[src/rtl/cycle_sequencer_if.sv]
// Handshake bundle between microcode control and the M-cycle/T-state sequencer.
// The controller side is the master; the sequencer is the slave.
interface cycle_sequencer_if #(
  parameter int STEPS      = 4,
  parameter int MAX_CYCLES = 8
);
  logic                  ir_fetch;
  logic                  stall;
  logic                  halt_request;
  logic                  wake;
  logic [7:0]            bus_data;
  logic [STEPS-1:0]      cycle_step;
  logic [MAX_CYCLES-1:0] cycle_count;
  logic [7:0]            ir;
  logic                  fetch_active;
  logic                  instr_start;
  logic                  halted;
  logic                  overrun;

  modport master (
    output ir_fetch, stall, halt_request, wake, bus_data,
    input  cycle_step, cycle_count, ir, fetch_active, instr_start, halted, overrun
  );

  modport slave (
    input  ir_fetch, stall, halt_request, wake, bus_data,
    output cycle_step, cycle_count, ir, fetch_active, instr_start, halted, overrun
  );
endinterface

[src/rtl/cycle_sequencer.sv]
// T-state / M-cycle sequencer with overlapped IR fetch, HALT with wake, and stall freeze.
// All outputs are registered; the internal step keeps rotating in HALT to preserve M-cycle timing.
module cycle_sequencer #(
  parameter int STEPS      = 4,
  parameter int MAX_CYCLES = 8
) (
  input logic               clk,
  input logic               rst,
  cycle_sequencer_if.slave  bus
);

  typedef enum logic [1:0] {FETCH, EXEC, HALT} state_t;

  localparam logic [STEPS-1:0]      STEP_FIRST  = STEPS'(1);
  localparam logic [MAX_CYCLES-1:0] COUNT_FIRST = MAX_CYCLES'(1);

  state_t                state_q, state_d;
  logic [STEPS-1:0]      step_q, step_d;
  logic [STEPS-1:0]      step_out_q;
  logic [MAX_CYCLES-1:0] count_q, count_d;
  logic [7:0]            ir_q, ir_d;
  logic                  overrun_q, overrun_d;
  logic                  wake_q, wake_d;
  logic                  latch;
  logic                  instr_start_q;
  logic                  fetch_active_q;
  logic                  halted_q;

  logic last_step;
  assign last_step = step_q[STEPS-1];

  // NOTE: every signal written here gets a default first, so no path can infer a latch.
  always_comb begin
    state_d   = state_q;
    step_d    = step_q;
    count_d   = count_q;
    ir_d      = ir_q;
    overrun_d = overrun_q;
    wake_d    = wake_q;
    latch     = 1'b0;

    // Stall has priority over everything but reset: nothing moves, nothing latches.
    if (!bus.stall) begin
      step_d = {step_q[STEPS-2:0], step_q[STEPS-1]};
      unique case (state_q)
        FETCH: begin
          if (last_step) begin
            latch   = 1'b1;
            state_d = EXEC;
            count_d = COUNT_FIRST;
          end
        end
        EXEC: begin
          if (last_step) begin
            if (bus.ir_fetch && bus.halt_request) begin
              state_d = HALT;
              count_d = '0;
            end else if (bus.ir_fetch) begin
              latch   = 1'b1;
              count_d = COUNT_FIRST;
            end else begin
              // Rotating left wraps the top bit back to 0x01; that wrap is an overrun.
              count_d   = {count_q[MAX_CYCLES-2:0], count_q[MAX_CYCLES-1]};
              overrun_d = overrun_q | count_q[MAX_CYCLES-1];
            end
          end
        end
        HALT: begin
          wake_d = wake_q | bus.wake;
          if (last_step && (wake_q || bus.wake)) begin
            state_d = FETCH;
            wake_d  = 1'b0;
          end
        end
        default: begin
          state_d = FETCH;
          step_d  = STEP_FIRST;
          count_d = '0;
        end
      endcase
      if (latch) ir_d = bus.bus_data;
    end
  end

  // NOTE: sequential state uses non-blocking assignments only, so every register sees pre-edge values.
  always_ff @(posedge clk or posedge rst) begin
    if (rst) begin
      state_q        <= FETCH;
      step_q         <= STEP_FIRST;
      step_out_q     <= STEP_FIRST;
      count_q        <= '0;
      ir_q           <= '0;
      overrun_q      <= 1'b0;
      wake_q         <= 1'b0;
      instr_start_q  <= 1'b0;
      fetch_active_q <= 1'b1;
      halted_q       <= 1'b0;
    end else begin
      state_q        <= state_d;
      step_q         <= step_d;
      step_out_q     <= (state_d == HALT) ? '0 : step_d;
      count_q        <= count_d;
      ir_q           <= ir_d;
      overrun_q      <= overrun_d;
      wake_q         <= wake_d;
      instr_start_q  <= latch;
      fetch_active_q <= (state_d == FETCH);
      halted_q       <= (state_d == HALT);
    end
  end

  assign bus.cycle_step   = step_out_q;
  assign bus.cycle_count  = count_q;
  assign bus.ir           = ir_q;
  assign bus.fetch_active = fetch_active_q;
  assign bus.instr_start  = instr_start_q;
  assign bus.halted       = halted_q;
  assign bus.overrun      = overrun_q;

endmodule

[src/flat_wrapper.sv]
// flat-port wrapper written by rule: the top's interface ports become plain ports
module cycle_sequencer_flat 
#(
  parameter int STEPS      = 4,
  parameter int MAX_CYCLES = 8
)
  (clk, rst, bus_ir_fetch, bus_stall, bus_halt_request, bus_wake, bus_bus_data, bus_cycle_step, bus_cycle_count, bus_ir, bus_fetch_active, bus_instr_start, bus_halted, bus_overrun);
  cycle_sequencer_if #(.STEPS(STEPS), .MAX_CYCLES(MAX_CYCLES)) bus_i ();
  input logic clk;
  input logic rst;
  input wire logic [$bits(bus_i.ir_fetch)-1:0] bus_ir_fetch;
  input wire logic [$bits(bus_i.stall)-1:0] bus_stall;
  input wire logic [$bits(bus_i.halt_request)-1:0] bus_halt_request;
  input wire logic [$bits(bus_i.wake)-1:0] bus_wake;
  input wire logic [$bits(bus_i.bus_data)-1:0] bus_bus_data;
  output wire logic [$bits(bus_i.cycle_step)-1:0] bus_cycle_step;
  output wire logic [$bits(bus_i.cycle_count)-1:0] bus_cycle_count;
  output wire logic [$bits(bus_i.ir)-1:0] bus_ir;
  output wire logic [$bits(bus_i.fetch_active)-1:0] bus_fetch_active;
  output wire logic [$bits(bus_i.instr_start)-1:0] bus_instr_start;
  output wire logic [$bits(bus_i.halted)-1:0] bus_halted;
  output wire logic [$bits(bus_i.overrun)-1:0] bus_overrun;
  assign bus_i.ir_fetch = bus_ir_fetch;
  assign bus_i.stall = bus_stall;
  assign bus_i.halt_request = bus_halt_request;
  assign bus_i.wake = bus_wake;
  assign bus_i.bus_data = bus_bus_data;
  assign bus_cycle_step = bus_i.cycle_step;
  assign bus_cycle_count = bus_i.cycle_count;
  assign bus_ir = bus_i.ir;
  assign bus_fetch_active = bus_i.fetch_active;
  assign bus_instr_start = bus_i.instr_start;
  assign bus_halted = bus_i.halted;
  assign bus_overrun = bus_i.overrun;
  cycle_sequencer #(.STEPS(STEPS), .MAX_CYCLES(MAX_CYCLES)) u_core (.clk(clk), .rst(rst), .bus(bus_i));
endmodule
[config.mk]
export PLATFORM = sky130hd
export DESIGN_NAME = cycle_sequencer_flat
export DESIGN_NICKNAME = d
export VERILOG_FILES = /design/src/rtl/cycle_sequencer_if.sv /design/src/rtl/cycle_sequencer.sv /design/src/flat_wrapper.sv
export SDC_FILE = /design/constraint.sdc
export NUM_CORES = 1
export LEC_CHECK = 0
export ABC_AREA = 0
export CAP_MARGIN = 20
export CORE_MARGIN = 3
export CORE_UTILIZATION = 42
export DETAILED_ROUTE_END_ITERATION = 12
export PLACE_DENSITY_LB_ADDON = 0.25
export SYNTH_ARGS = -nofsm -noshare
export SYNTH_HDL_FRONTEND = slang
export SYNTH_SLANG_ARGS = --single-unit
[constraint.sdc]
create_clock -name clk -period 1.6 [get_ports clk]
set_input_delay 0.16 -clock clk [delete_from_list [all_inputs] [get_ports clk]]
set_output_delay 0.16 -clock clk [all_outputs]
set_load 0.03 [all_outputs]
# Yosys cells after proc, flatten, opt, wreduce, memory -nomap -nowiden

Cells that the tools add are included.

Equality and inequality tests: 5
Mux-type cells: 22
Bitwise gates (word level): 6
Reduce and logical (&&, ||, !) cells: 10

Operators with widths:

| cell                                                   | count |
|---|---|
| two-way mux 8 bit                                      | 4 |
| case mux 8 bit (3 select lines)                        | 1 |
| two-way mux 4 bit                                      | 3 |
| two-way mux 2 bit                                      | 5 |
| two-way mux 1 bit                                      | 7 |
| case mux 2 bit (3 select lines)                        | 1 |
| AND reduction 5 bit                                    | 1 |
| == test 2 bit (second input constant)                  | 2 |
| logical NOT 2 bit                                      | 2 |
| inequality test 2 x 1 -> 1 bit (second input constant) | 2 |
| NOT 1 bit                                              | 4 |
| AND reduction 2 bit                                    | 2 |
| AND reduction 4 bit                                    | 1 |
| OR reduction 3 bit                                     | 1 |
| == test 2 x 1 -> 1 bit (second input constant)         | 1 |
| logical AND 1 bit                                      | 2 |
| OR 1 bit                                               | 2 |
| case mux 1 bit (2 select lines)                        | 1 |
| logical OR 1 bit                                       | 1 |

Register bits: 31
Bits of input ports: 14
Output and inout port bits: 24
Logic and storage cells: 53

# Longest topological paths before layout

Word-level depth: 7
Gate-level depth with buffers: 4
Depth with buffers taken out: 3

# Worst setup path before layout

No wires, ideal clock.

Kind: register to register
Start: register u_core.step_q[3]
End: register u_core.ir_q[0], in the netlist u_core.bus.ir[0]
Library setup time: 0.125 ns
Data arrival time: 1.373 ns
Required time: 1.475 ns
Setup slack: 0.102 ns
Cell stages (with the launch flop): 4
Buffers on the path: 0
Clock period less this slack: 1.498 ns
Cell sequence: dfrtp_1 > or3b_4 > a21oi_4 > mux2_2

Word-level cells in the longest chain between the ends: 4
Elaborated cells on any way between the ends: 5
Classes of those cells: 4 x mux; 1 x reduce/logical

Ends and longest elaborated chain:

| what                                        | RTL line                                     | source |
|---|---|---|
| start, declared                             | cycle_sequencer.sv:18                        | `logic [STEPS-1:0] step_q, step_d;` |
| start signal, assigned                      | cycle_sequencer.sv:100                       | `step_q <= step_d;` |
| two-way mux 1 bit, on equally long branches | cycle_sequencer.sv:54, cycle_sequencer.sv:47 |  |
| case mux 1 bit (2 select lines) *           | cycle_sequencer.sv:45                        | `unique case (state_q)` |
| two-way mux 1 bit *                         | cycle_sequencer.sv:43                        | `if (!bus.stall) begin` |
| AND reduction 2 bit (no source line) *      | --                                           |  |
| end signal, assigned                        | cycle_sequencer.sv:103                       | `ir_q <= ir_d;` |
| end, declared                               | cycle_sequencer.sv:21                        | `logic [7:0] ir_q, ir_d;` |

Mark *: on every way between the ends. The rest lies on a longest branch, timed or not. The select of a mux whose other input is x is not followed.
A chain may end at the register's enable or synchronous reset.

# Worst setup path in the final report

Start: register u_core.count_q[0], in the netlist u_core.bus.cycle_count[0]
End: output port bus_cycle_count[0]

RTL lines:

| what                   | RTL line               | source |
|---|---|---|
| start, declared        | cycle_sequencer.sv:20  | `logic [MAX_CYCLES-1:0] count_q, count_d;` |
| start signal, assigned | cycle_sequencer.sv:102 | `count_q <= count_d;` |
| end, declared          | flat_wrapper.sv:17     | `output wire logic [$bits(bus_i.cycle_count)-1:0] bus_cycle_count;` |

No word-level cell between the ends.

==> reports/metrics.sh <==
RUN_STATUS='finished, final reports clean'
GRT_MAX_DEGREE=32
CLOCK_POWER_SHARE_PCT=11.8
CP_CELL_SEQUENCE='clkdlybuf4s50_1'
SYN_AREA_UM2=1320
SETUP_REPAIR_AFTER_GLOBAL_ROUTING_MISSED_ITS_MARGIN='no'
SETUP_VIOLATING_ENDPOINT_COUNT_IN_THE_FINAL_REPORT=0
WORST_SKEW_PAIR.LATE_LATENCY_NS=0.32
SYNTH.YOSYS.SEQ_AREA_SHARE_PCT=59.2
ROUTABILITY_CONGESTION_ESTIMATE_FROM_GLOBAL_PLACEMENT=0.756
CRITICALPATHCATEGORY='reg -> out'
MAXCAPVIOLCOUNT=0
CHIPHEIGHT_UM=62.0
RELATIVE_SLEW_MARGINS_PCT=74.4
SYN_INST=109
POST-ROUTE-DRC-COUNT=0
MAXIMUM_FANOUT_ALONG_THE_WORST_PATH=3
NUMBER_OF_ENABLE_FLIP_FLOP_CELLS_AFTER_SYNTHESIS=0
CRITPATHTOPFAMILY='buffers and inverters'
P_INT_mW=2.14
DETAILEDROUTE.FIRSTPASSITERATIONCOUNT=4
NETSWITCHINGFRACTION_PCT=39.7
POWER.IR.VDD_WORST_V=0.000945
ROUTED-VIA-COUNT=975
NUMBER_OF_DESIGN_RULE_VIOLATIONS_LEFT_BY_THE_FIRST_DETAILED_ROUTER_ITERATION=38
LEAKAGE_nW=0.847
CP_SLOWEST_CELL='clkdlybuf4s50_1'
DRIVE_GT1_SHARE_PCT=23.8
CTS-ROOT-TO-SINK-BUFFERS=2
ANTENNA_FOUND_INITIAL=0
CTS-HTREE-LEVELS=2
AREA_GROWTH_SYN_TO_LAYOUT_PCT=42.9
FP.DIEAREA_UM2=3840
CLOCK_TREE_FROM_TRITONCTS='done'
SLEW_VIOL_FINAL=0
PATH_CLK_SLEW_NS=0.09
DIE_WIDTH_UM=62.0
FINALHOLDVIOLCOUNT=0
SEQUENTIALPOWERSHARE_PCT=37.3
CLOCK_TREE.ROOT_CELL='clkbuf_4'
TOTAL_POWER_mW=3.55
WORSTMARGINPINSLEW_NS=0.384
DETAIL_ROUTE.VIAS_PER_CELL=4.73
MAX_CLOCK_FREQ_MHz=651
CTS_MADE_BUFFERS=5
GLOBALROUTE.TOTALOVERFLOW=0
AVGROUTEDWIREPERCELL_UM=12.6
WORST_CLOCK_SKEW_NS=0.00432
WORSTHOLDPATHTYPE='in -> async'
TIMING.CRITICAL_PATH.TO_TYPE='output pin'
YS.FLOP_TYPE='dfrtp_1'
PLACE.DETAILED.HPWL_UM=1940
GRT_PASS1_WL_UM=4480
YS_ASYNC_SR_FRACTION_PCT=100
NUM_IO_PINS=38
TOTAL_SWITCHING_POWER_mW=1.41
FP.COREAREA_UM2=2880
LAYOUT_WORST_PATH_CYCLE_SHARE_PCT=96.0
NUMCLOCKSINKS=31
AVERAGE_CELL_AREA_AFTER_SYNTHESIS_UM2=12.1
CTS.REPAIR.RESIZED=2
TIMING.SETUP.TNS_NS=0
WORST_PATH_BUFFER_PLUS_INVERTER_COUNT=1
COMBPWRFRAC_PCT=50.9
EFFECTIVE_UTILIZATION_AT_FLOORPLAN_PCT=45.8
POST-ROUTE-MIN-PERIOD_NS=1.54
CTS.REPAIR_TIMING.SETUP_BUFFER_COUNT=0
YOSYSWARNINGCOUNT=0
FIRST_GLOBAL_VIAS=981
AGGREGATE_ROUTED_WIRE_LENGTH_UM=2590
POST_ROUTE_ANT_NETS=0
GRT_TOTAL_USAGE_PCT=16.1
PLACEMENT.IO_BUFFERS=37
CP-START-KIND='register'
LAYOUT.NETS=177
CRITPATHARRIVALTIME_NS=1.38
YOSYS.CELL_TYPES.COUNT=33
POWERDENSITY_nW_PER_UM2=1890
ANTENNA_CELLS=0
CTS_HOLD_REPAIR.BUFFERS=0
SYN-NUM-NETS=123
REQUIRED_TIME_OF_THE_CRITICAL_PATH_NS=1.44
PLACEMENT_ROWS=19
TIMING.CRITICAL_PATH.SLOWEST_CELL_DELAY_NS=0.68
SYNTH_SEQ_CELLS=31
## state kept, by name, summed over array words and instances, names as in the netlist
name	cells
u_core.step_q	4
u_core.bus.fetch_active	1
u_core.bus.halted	1
u_core.bus.cycle_step	4
u_core.bus.ir	8
u_core.state_q	2
u_core.bus.overrun	1
u_core.wake_q	1
u_core.bus.cycle_count	8
u_core.bus.instr_start	1
## per-stage QoR
step / worst slack [ns] / std cells / instance area, µm² / hold slack, ns / util [%]
global placement: -0.156 / 198 / 1830 / 0.444 / 63.7
finish: 0.0643 / 206 / 1880 / 0.210 / 65.4
global route: 0.00416 / 206 / 1880 / 0.234 / 65.4
detailed placement: -0.176 / 198 / 1830 / 0.448 / 63.7
floorplan: 0.102 / 109 / 1320 / 0.261 / -
CTS: 0.0388 / 206 / 1880 / 0.211 / 65.4
## power by group through the flow
stage / clock [mW] / combinational (mW) / sequential, mW
floorplan: 0 / 0.605 / 1.83
global placement: 0 / 1.81 / 1.34
detailed placement: 0 / 1.84 / 1.35
CTS: 0.437 / 1.84 / 1.33
global route: 0.470 / 1.95 / 1.38
finish: 0.418 / 1.81 / 1.33
## cells in the final DEF, fill, tap and decap left out, drive strengths merged, types with 2 or more instances in the layout
| master | instances |
|---|---|
| nor3 | 5 |
| or2 | 2 |
| buf | 13 |
| nor3b | 2 |
| inv | 13 |
| clkbuf | 7 |
| mux2i | 7 |
| dlygate4sd2 | 2 |
| a31oi | 3 |
| dfrtp | 28 |
| nand2 | 10 |
| mux2 | 8 |
| a21o | 3 |
| and2 | 3 |
| a21oi | 5 |
| clkdlybuf4s50 | 35 |
| dfstp | 3 |
## cells by family after synthesis
group                  synth area share, %
DFF                                   59.2
and+or+nand+nor                       12.5
AOI/OAI and AO/OA                     11.1
buffers and inverters                 4.94
muxes                                 12.2
## cell usage after synthesis, types with 2 or more instances
master   instances  area (µm²)
dfrtp_1         28         701
inv_1           13        48.8
nand2_1         10        37.5
mux2_2           8        90.1
mux2i_1          7        70.1
nor3_1           5        25.0
a21o_1           3        22.5
a21oi_1          3        15.0
a31oi_1          3        18.8
dfstp_2          3        78.8
and2_1           2        12.5
nor3b_1          2        15.0
or2_2            2        12.5
## path summary, 6_finish.rpt
path                                      startpoint                 endpoint  slack (ns)  cells after the start
min                                              rst         u_core.bus.ir[5]        0.21                      3
max in group asynchronous                        rst  u_core.bus.fetch_active        1.07                      3
max reg2reg                        u_core.state_q[1]         u_core.bus.ir[4]        0.08                      4
min in group clk                     bus_bus_data[0]         u_core.bus.ir[0]        0.46                      2
max                        u_core.bus.cycle_count[0]       bus_cycle_count[0]        0.06                      1
min reg2reg                       u_core.bus.overrun       u_core.bus.overrun        0.46                      1
## layout make-up
| type | count | area [µm²] |
|---|---|---|
| clock buffers | 7 | 45.0 |
| clock inverters | 1 | 5.00 |
| fillers | 241 | 996 |
| inverters | 13 | 48.8 |
| multi-input cells | 62 | 472 |
| flip-flops and latches | 31 | 779 |
| well taps | 42 | 52.6 |
| repair buffers | 50 | 478 |
## routing by layer
layer	GRT usage, %	vias up	share of wire (%)
met3	4.75	3	4.4
met5	0	-	0
met1	21.6	473	44
met4	7.27	0	0.66
met2	24.0	22	51
li1	-	477	-
Power figures use the tool's default switching activity.
